<file path="src/rtl/snake_game_if.sv">
`timescale 1ns/1ps
`default_nettype none
// ============================================================================
//  Module      : snake_game_if
//  Description : Board-side bundle of the Snake game: four raw push buttons
//                in, 3-bit RGB plus active-low VGA syncs out.
//  Revision    : 1.0 - initial release
// ============================================================================
interface snake_game_if;
    logic       up;
    logic       down;
    logic       left;
    logic       right;
    logic [2:0] rgb_out;
    logic       h_sync_o;
    logic       v_sync_o;

    // Game core: samples the buttons, drives the display
    modport master (
        input  up, down, left, right,
        output rgb_out, h_sync_o, v_sync_o
    );

    // Board / bench: drives the buttons, observes the display
    modport slave (
        output up, down, left, right,
        input  rgb_out, h_sync_o, v_sync_o
    );
endinterface
`default_nettype wire

</file>
<file path="src/rtl/snake_game.sv">
`timescale 1ns/1ps
`default_nettype none
// ============================================================================
//  Module      : snake_game
//  Description : VGA Snake on a 40x30 grid of 16x16 cells (640x480@60).
//                Timing generator, button sync/debounce, direction control,
//                snake body shift register, LFSR apple, collision and colour.
//  Revision    : 1.0 - initial release
// ============================================================================
module snake_game #(
    parameter int MAX_LEN         = 16,
    parameter int INIT_LEN        = 3,
    parameter int MOVE_FRAMES     = 8,
    parameter int DEBOUNCE_CYCLES = 250000
) (
    input  logic         clk,
    input  logic         reset,
    snake_game_if.master bus
);
    localparam logic [9:0] H_LAST      = 10'd799;
    localparam logic [9:0] V_LAST      = 10'd524;
    localparam logic [9:0] H_ACTIVE    = 10'd640;
    localparam logic [9:0] V_ACTIVE    = 10'd480;
    localparam logic [9:0] HS_START    = 10'd656;
    localparam logic [9:0] HS_END      = 10'd751;
    localparam logic [9:0] VS_START    = 10'd490;
    localparam logic [9:0] VS_END      = 10'd491;
    localparam logic [9:0] TICK_V      = 10'd480;
    localparam logic [5:0] GRID_X_LAST = 6'd39;
    localparam logic [4:0] GRID_Y_LAST = 5'd29;

    localparam logic [1:0] DIR_UP    = 2'd0;
    localparam logic [1:0] DIR_DOWN  = 2'd1;
    localparam logic [1:0] DIR_LEFT  = 2'd2;
    localparam logic [1:0] DIR_RIGHT = 2'd3;

    localparam int LEN_W   = $clog2(MAX_LEN + 1);
    localparam int FRAME_W = (MOVE_FRAMES > 1) ? $clog2(MOVE_FRAMES) : 1;
    localparam int CNT_W   = (DEBOUNCE_CYCLES > 1) ? $clog2(DEBOUNCE_CYCLES) : 1;

    localparam logic [LEN_W-1:0]   LEN_MAX    = LEN_W'(MAX_LEN);
    localparam logic [LEN_W-1:0]   LEN_INIT   = LEN_W'(INIT_LEN);
    localparam logic [FRAME_W-1:0] FRAME_LAST = FRAME_W'(MOVE_FRAMES - 1);
    localparam logic [CNT_W-1:0]   CNT_LAST   = CNT_W'(DEBOUNCE_CYCLES - 1);

    // ------------------------------------------------------------------
    // State
    // ------------------------------------------------------------------
    logic [9:0]         h_count_q, h_count_d, v_count_q, v_count_d;
    logic [2:0]         rgb_q, rgb_d;
    logic               h_sync_q, h_sync_d, v_sync_q, v_sync_d;
    logic [FRAME_W-1:0] frame_cnt_q, frame_cnt_d;
    logic [3:0]         sync1_q, sync1_d, sync2_q, sync2_d;
    logic [3:0]         btn_db;
    logic [1:0]         dir_q, dir_d, next_dir_q, next_dir_d;
    logic [5:0]         seg_x_q [MAX_LEN];
    logic [5:0]         seg_x_d [MAX_LEN];
    logic [4:0]         seg_y_q [MAX_LEN];
    logic [4:0]         seg_y_d [MAX_LEN];
    logic [LEN_W-1:0]   len_q, len_d;
    logic [5:0]         apple_x_q, apple_x_d;
    logic [4:0]         apple_y_q, apple_y_d;
    logic [15:0]        lfsr_q, lfsr_d;
    logic               game_over_q, game_over_d;

    // Combinational helpers
    logic               move_tick;
    logic [1:0]         req_dir;
    logic               req_valid;
    logic [5:0]         new_x, cell_x, apple_x_new;
    logic [4:0]         new_y, cell_y, apple_y_new;
    logic               eat, hit_border, hit_body, collide;
    logic               snake_px, apple_px, border_px, active;

    assign bus.rgb_out  = rgb_q;
    assign bus.h_sync_o = h_sync_q;
    assign bus.v_sync_o = v_sync_q;

    // Raw buttons enter a two-flop synchronizer, bit order {up,down,left,right}
    assign sync1_d = {bus.up, bus.down, bus.left, bus.right};
    assign sync2_d = sync1_q;

    // Per-button debouncer: accept a new level after DEBOUNCE_CYCLES
    // consecutive samples that differ from the accepted level
    for (genvar b = 0; b < 4; b++) begin : g_debounce
        logic [CNT_W-1:0] cnt_q, cnt_d;
        logic             db_q, db_d;

        // Count disagreeing samples; any agreeing sample restarts the count
        always_comb begin
            cnt_d = '0;
            db_d  = db_q;
            if (sync2_q[b] != db_q) begin
                if (cnt_q == CNT_LAST) begin
                    db_d = sync2_q[b];
                end else begin
                    cnt_d = cnt_q + CNT_W'(1);
                end
            end
        end

        // Debounce state registers
        always_ff @(posedge clk or negedge reset) begin
            if (!reset) begin
                cnt_q <= '0;
                db_q  <= 1'b0;
            end else begin
                cnt_q <= cnt_d;
                db_q  <= db_d;
            end
        end

        assign btn_db[b] = db_q;
    end

    // Raster counters: 800 clocks per line, 525 lines per frame
    always_comb begin
        h_count_d = h_count_q + 10'd1;
        v_count_d = v_count_q;
        if (h_count_q == H_LAST) begin
            h_count_d = '0;
            v_count_d = (v_count_q == V_LAST) ? '0 : v_count_q + 10'd1;
        end
    end

    // Move tick fires at the start of vertical blank every MOVE_FRAMES frames
    always_comb begin
        frame_cnt_d = frame_cnt_q;
        move_tick   = 1'b0;
        if ((h_count_q == '0) && (v_count_q == TICK_V)) begin
            if (frame_cnt_q == FRAME_LAST) begin
                frame_cnt_d = '0;
                move_tick   = 1'b1;
            end else begin
                frame_cnt_d = frame_cnt_q + FRAME_W'(1);
            end
        end
    end

    // Prioritised direction request and candidate head / collision / eat
    always_comb begin
        req_valid = |btn_db;
        if (btn_db[3])      req_dir = DIR_UP;
        else if (btn_db[2]) req_dir = DIR_DOWN;
        else if (btn_db[1]) req_dir = DIR_LEFT;
        else                req_dir = DIR_RIGHT;

        new_x = seg_x_q[0];
        new_y = seg_y_q[0];
        case (next_dir_q)
            DIR_UP:   new_y = seg_y_q[0] - 5'd1;
            DIR_DOWN: new_y = seg_y_q[0] + 5'd1;
            DIR_LEFT: new_x = seg_x_q[0] - 6'd1;
            default:  new_x = seg_x_q[0] + 6'd1;
        endcase

        eat        = (new_x == apple_x_q) && (new_y == apple_y_q);
        hit_border = (new_x == '0) || (new_x == GRID_X_LAST) ||
                     (new_y == '0) || (new_y == GRID_Y_LAST);
        // Segment 0 is the old head and cannot coincide with new_head; the
        // tail only counts when eating, since otherwise it vacates this tick
        hit_body   = 1'b0;
        for (int i = 1; i < MAX_LEN; i++) begin
            if ((LEN_W'(i) < len_q) &&
                (((LEN_W'(i) + LEN_W'(1)) != len_q) || eat) &&
                (seg_x_q[i] == new_x) && (seg_y_q[i] == new_y)) begin
                hit_body = 1'b1;
            end
        end
        collide = hit_border || hit_body;

        apple_x_new = 6'(lfsr_q[5:0] % 6'd38) + 6'd1;
        apple_y_new = 5'(lfsr_q[12:8] % 5'd28) + 5'd1;
    end

    // Next game state: steering, shifting body, growth and apple relocation
    always_comb begin
        for (int i = 0; i < MAX_LEN; i++) begin
            seg_x_d[i] = seg_x_q[i];
            seg_y_d[i] = seg_y_q[i];
        end
        len_d       = len_q;
        dir_d       = dir_q;
        next_dir_d  = next_dir_q;
        apple_x_d   = apple_x_q;
        apple_y_d   = apple_y_q;
        game_over_d = game_over_q;
        lfsr_d      = {lfsr_q[14:0], lfsr_q[15] ^ lfsr_q[13] ^ lfsr_q[12] ^ lfsr_q[10]};

        // Opposite directions differ only in bit 0, so a reversal is dir ^ 1
        if (req_valid && (req_dir != (dir_q ^ 2'b01))) begin
            next_dir_d = req_dir;
        end

        if (move_tick && !game_over_q) begin
            if (collide) begin
                game_over_d = 1'b1;
            end else begin
                dir_d      = next_dir_q;
                seg_x_d[0] = new_x;
                seg_y_d[0] = new_y;
                for (int i = 1; i < MAX_LEN; i++) begin
                    seg_x_d[i] = seg_x_q[i-1];
                    seg_y_d[i] = seg_y_q[i-1];
                end
                if (eat) begin
                    if (len_q != LEN_MAX) begin
                        len_d = len_q + LEN_W'(1);
                    end
                    apple_x_d = apple_x_new;
                    apple_y_d = apple_y_new;
                end
            end
        end
    end

    // Pixel colour and syncs, computed from the current counters
    always_comb begin
        cell_x    = h_count_q[9:4];
        cell_y    = v_count_q[8:4];
        active    = (h_count_q < H_ACTIVE) && (v_count_q < V_ACTIVE);
        snake_px  = 1'b0;
        for (int i = 0; i < MAX_LEN; i++) begin
            if ((LEN_W'(i) < len_q) && (seg_x_q[i] == cell_x) && (seg_y_q[i] == cell_y)) begin
                snake_px = 1'b1;
            end
        end
        apple_px  = (cell_x == apple_x_q) && (cell_y == apple_y_q);
        border_px = (cell_x == '0) || (cell_x == GRID_X_LAST) ||
                    (cell_y == '0) || (cell_y == GRID_Y_LAST);

        rgb_d = 3'b000;
        if (active) begin
            if (snake_px)       rgb_d = game_over_q ? 3'b100 : 3'b010;
            else if (apple_px)  rgb_d = 3'b100;
            else if (border_px) rgb_d = 3'b001;
        end

        h_sync_d = !((h_count_q >= HS_START) && (h_count_q <= HS_END));
        v_sync_d = !((v_count_q >= VS_START) && (v_count_q <= VS_END));
    end

    // All registered state of the game, video and synchronizers
    always_ff @(posedge clk or negedge reset) begin
        if (!reset) begin
            h_count_q   <= '0;
            v_count_q   <= '0;
            rgb_q       <= '0;
            h_sync_q    <= 1'b1;
            v_sync_q    <= 1'b1;
            frame_cnt_q <= '0;
            sync1_q     <= '0;
            sync2_q     <= '0;
            dir_q       <= DIR_RIGHT;
            next_dir_q  <= DIR_RIGHT;
            for (int i = 0; i < MAX_LEN; i++) begin
                seg_x_q[i] <= (i < INIT_LEN) ? 6'(20 - i) : 6'd0;
                seg_y_q[i] <= (i < INIT_LEN) ? 5'd15 : 5'd0;
            end
            len_q       <= LEN_INIT;
            apple_x_q   <= 6'd30;
            apple_y_q   <= 5'd15;
            lfsr_q      <= 16'hACE1;
            game_over_q <= 1'b0;
        end else begin
            h_count_q   <= h_count_d;
            v_count_q   <= v_count_d;
            rgb_q       <= rgb_d;
            h_sync_q    <= h_sync_d;
            v_sync_q    <= v_sync_d;
            frame_cnt_q <= frame_cnt_d;
            sync1_q     <= sync1_d;
            sync2_q     <= sync2_d;
            dir_q       <= dir_d;
            next_dir_q  <= next_dir_d;
            for (int i = 0; i < MAX_LEN; i++) begin
                seg_x_q[i] <= seg_x_d[i];
                seg_y_q[i] <= seg_y_d[i];
            end
            len_q       <= len_d;
            apple_x_q   <= apple_x_d;
            apple_y_q   <= apple_y_d;
            lfsr_q      <= lfsr_d;
            game_over_q <= game_over_d;
        end
    end
endmodule
`default_nettype wire

</file>
<file path="src/flat_wrapper.sv">
// flat-port wrapper written by rule: the top's interface ports become plain ports
module snake_game_flat 
#(
    parameter int MAX_LEN         = 16,
    parameter int INIT_LEN        = 3,
    parameter int MOVE_FRAMES     = 8,
    parameter int DEBOUNCE_CYCLES = 250000
)
  (clk, reset, bus_up, bus_down, bus_left, bus_right, bus_rgb_out, bus_h_sync_o, bus_v_sync_o);
  snake_game_if bus_i ();
  input  logic clk;
  input  logic reset;
  input wire logic [$bits(bus_i.up)-1:0] bus_up;
  input wire logic [$bits(bus_i.down)-1:0] bus_down;
  input wire logic [$bits(bus_i.left)-1:0] bus_left;
  input wire logic [$bits(bus_i.right)-1:0] bus_right;
  output wire logic [$bits(bus_i.rgb_out)-1:0] bus_rgb_out;
  output wire logic [$bits(bus_i.h_sync_o)-1:0] bus_h_sync_o;
  output wire logic [$bits(bus_i.v_sync_o)-1:0] bus_v_sync_o;
  assign bus_i.up = bus_up;
  assign bus_i.down = bus_down;
  assign bus_i.left = bus_left;
  assign bus_i.right = bus_right;
  assign bus_rgb_out = bus_i.rgb_out;
  assign bus_h_sync_o = bus_i.h_sync_o;
  assign bus_v_sync_o = bus_i.v_sync_o;
  snake_game #(.MAX_LEN(MAX_LEN), .INIT_LEN(INIT_LEN), .MOVE_FRAMES(MOVE_FRAMES), .DEBOUNCE_CYCLES(DEBOUNCE_CYCLES)) u_core (.clk(clk), .reset(reset), .bus(bus_i));
endmodule
</file>
<file path="config.mk">
export PLATFORM = sky130hd
export DESIGN_NAME = snake_game_flat
export DESIGN_NICKNAME = d
export VERILOG_FILES = /design/src/rtl/snake_game_if.sv /design/src/rtl/snake_game.sv /design/src/flat_wrapper.sv
export SDC_FILE = /design/constraint.sdc
export NUM_CORES = 1
export LEC_CHECK = 0
export CAP_MARGIN = 20
export CELL_PAD_IN_SITES_DETAIL_PLACEMENT = 1
export CELL_PAD_IN_SITES_GLOBAL_PLACEMENT = 1
export CORE_UTILIZATION = 56
export CTS_CLUSTER_DIAMETER = 80
export DETAILED_ROUTE_END_ITERATION = 10
export MAX_ROUTING_LAYER = met4
export PLACE_DENSITY = 0.92
export REMOVE_ABC_BUFFERS = 1
export SLEW_MARGIN = 20
export SYNTH_ARGS = -nofsm -noshare
export SYNTH_HDL_FRONTEND = slang
export SYNTH_SLANG_ARGS = --single-unit
</file>
<file path="constraint.sdc">
create_clock -name clk -period 12 [get_ports clk]
set_input_delay 2.4 -clock clk [delete_from_list [all_inputs] [get_ports clk]]
set_output_delay 2.4 -clock clk [all_outputs]
set_load 0.02 [all_outputs]
</file>
==> metrics.txt <==
Root Driver=clkbuf_16; final setup violation count=0; # IOs=11; Seq/Total Area, Yosys=41.88%; largest net degree at the start of global routing=122; Avg Inst Size Synth=10.29 sq um; sw frac=23.17%; worst vdd ir=0.0001364 V; Finished Layout Cells=2,361; Max Slew Vio Count=0; area growth from synthesis to layout=9.197%; Final Util=61.95%; Synth area leaders=dfrtp_1 (36%), xnor2_1 (13%), mux2_2 (9.4%); routed len/inst=32.12 um; Die Ht=188.8 um; FF+latch count, synth=325; worst slew pin tran=1.159 ns; die width=188.8 um; CTS buffer count=38; Max FO, Critical Path=68; fillcell total=3,602; # H-tree levels=2; CTS sink cnt=325; Max Freq=129.5 MHz; Post-Place Cells=2,289; vias post-DR=16,890; DP Wirelength=43,270 um; sequential power share=46.3%; status=complete, no violations; Crit path required time=12.41 ns; final worst clock skew=0.02419 ns; Syn Inst Count=1,900; later-pin clock latency in the skew report=0.56 ns; Synth warnings=0; NumNets Final=1,903; DIE AREA=35,660 sq um; post-cts sizing count=0; grt ovf=0; relative slew slack=22.04%; Yosys top cell by area=dfrtp_1; crit path capture type=flip-flop; crit path DAT=8.13 ns; area share of the largest cell type after synthesis=36.10%; total wire length=75,840 um; Hold Fails Final Rpt=0; DRC Markers=0; Most used DFF post-synth=dfrtp_1; final worst slack=4.278 ns; CTS Buffer Depth=3; RSZ-0062 raised after global routing=false; GP Congestion=0.9586; final critical-path share of the clock period=64.35%; clock-pin transition on the worst setup and hold timing paths=0.07 ns; Comb power frac=1.5%; Routed Antenna Nets=0; Synth cell types=71; min-delay worst type=flip-flop to flip-flop; per-cell via count in the routed design=7.154; Design Area, Final=21,350 sq um; starting density of the core=56.74%; most frequent cell after synthesis=xnor2_1; first-pass GRT wire length=115,600 um; vias in the first global route=18,470; area of the mapped netlist=19,550 sq um; layout cell share with drive strength beyond 1=17.12%; postcts setup bufs=0; Core ar.=34,460 sq um; antenna violations before repair=2; commonest cells in the netlist=xnor2_1 (289), dfrtp_1 (282), xor2_1 (179), mux2_2 (163), nor2_1 (122); final hold slack=0.3460 ns; Clock Power Share=52.2%; P_int=0.001833 W; setup slack at placement=4.883 ns; # Max-Cap Violations=0; Rows=68; pwr dens=111.7 nW/um^2; Placed Area=20,020 sq um; EDFF count, synth=0; P_sw=0.0005527 W; P_leak=9.259 nW; crit start category=flip-flop; FFs w/ async S/R, synth=100.0%; Tot GR Track Use=44.63%; Initial DRT Pass Iterations=8; # hold bufs at CTS=0; CP Class=flip-flop to flip-flop; Min Clock Period, post-route=7.722 ns; Initial DRC Count=2,028; CTS tree=yes; FF-to-FF setup slack=4.28 ns; Buffers on Ports=10
[layer usage]
layer | part of all wire, % | track usage [%] | vias up | wire (um)
met5 | 0 | - | - | 0
met4 | 7.8 | 30.09 | 0 | 5946
met3 | 11 | 14.10 | 542 | 8457
met2 | 45 | 67.32 | 1324 | 34390
met1 | 36 | 50.78 | 8439 | 27050
li1 | - | - | 6585 | -
[logic make-up after synthesis]
| kind of cell | Yosys count | synth area share (%) |
|---|---|---|
| adders and majority gates | 23 | 1.510 |
| xor gates and xnor gates | 473 | 21.57 |
| and+or+nand+nor | 567 | 15.19 |
| buffers and inverters | 145 | 3.219 |
| AOI/OAI and AO/OA | 182 | 6.029 |
| DFF | 325 | 41.88 |
| muxes | 185 | 10.61 |
[cells in the final DEF, fill, tap and decap left out, types with 15 or more instances in the layout]
cell type  Yosys  layout
nand3_1       89      89
dfrtp_1      282     282
or3_1         17      17
nor4_1        48      46
a21oi_1       32      32
a31oi_1       20      20
buf_4          9      32
and3_1        23      23
xor2_1       179     179
nand2_1       81      81
mux2_2       163     163
clkbuf_16      0      38
o21ai_0       53      53
nor2_1       122     122
xnor2_1      289     287
inv_1         37      37
dfstp_2       43      43
ha_1          22      22
mux2_1        15      15
nand4_1       54      54
nor3_1        48      48
[power groups by stage]
| stage | Combinational (W) | Sequential (W) | Clock, W |
|---|---|---|---|
| finish | 0.0000363 | 0.00111 | 0.00124 |
| floorplan | 0.00000799 | 0.00112 | 0 |
| detailed placement | 0.0000355 | 0.00112 | 0 |
| global placement | 0.0000336 | 0.00112 | 0 |
| global route | 0.0000416 | 0.00111 | 0.00128 |
| CTS | 0.0000373 | 0.00111 | 0.00124 |
[final cells by class]
| cell class | count | area, sq um | share of cell area, % |
|---|---|---|---|
| timing repair buffer | 42 | 345.3 | 1.618 |
| tap | 455 | 569.3 | 2.667 |
| multi-input combinational | 1430 | 10800 | 50.60 |
| clock buffer | 53 | 1087 | 5.093 |
| antenna | 2 | 5.005 | 0.02344 |
| sequential | 325 | 8187 | 38.35 |
| clock inverter | 17 | 214.0 | 1.002 |
| inverter | 37 | 138.9 | 0.6506 |
[sequential cells by signal, summed over array words and instances (netlist names), 6 cells and up]
signal / cells
u_core.seg_y_q: 80
u_core.h_count_q: 10
u_core.v_count_q: 10
u_core.apple_x_q: 6
u_core.g_debounce.cnt_q: 72
u_core.seg_x_q: 96
u_core.lfsr_q: 16
[worst max-delay path, cell delays in order (launching register included)]
cell and delay [ns]:
dfstp_2 0.52, buf_4 0.53, nor2b_1 0.35, xor2_1 0.13
ha_1 0.30, and2_1 0.23, o21a_1 0.43, xnor2_2 0.93
xor2_1 0.26, o2111a_1 0.27, nor4b_1 0.49, o211ai_1 0.17
or4b_1 0.64, nor4b_4 0.27, buf_4 0.65, buf_4 0.80
mux2_2 0.51
[path summary, 6_finish.rpt]
check	from	to	cells past startpoint
hold / removal	u_core.sync1_q[1]	u_core.sync2_q[1]	0
hold reg to reg	u_core.sync1_q[1]	u_core.sync2_q[1]	0
setup reg to reg	u_core.next_dir_q[1]	u_core.seg_y_q[33]	16
min in group asynchronous	reset	u_core.g_debounce[2].cnt_q[12]	1
max in group asynchronous	reset	u_core.seg_x_q[66]	3
setup / recovery	u_core.next_dir_q[1]	u_core.seg_y_q[33]	16
[through the flow]
step | total power [W] | setup TNS [ns]
2_1_floorplan | 0.001131 | -738.90
3_3_place_gp | 0.001157 | 0
3_5_place_dp | 0.001159 | 0
4_1_cts | 0.002385 | 0
5_1_grt | 0.002426 | 0
6_report | 0.002386 | 0
Note: power is estimated with default switching activity, not from simulation.
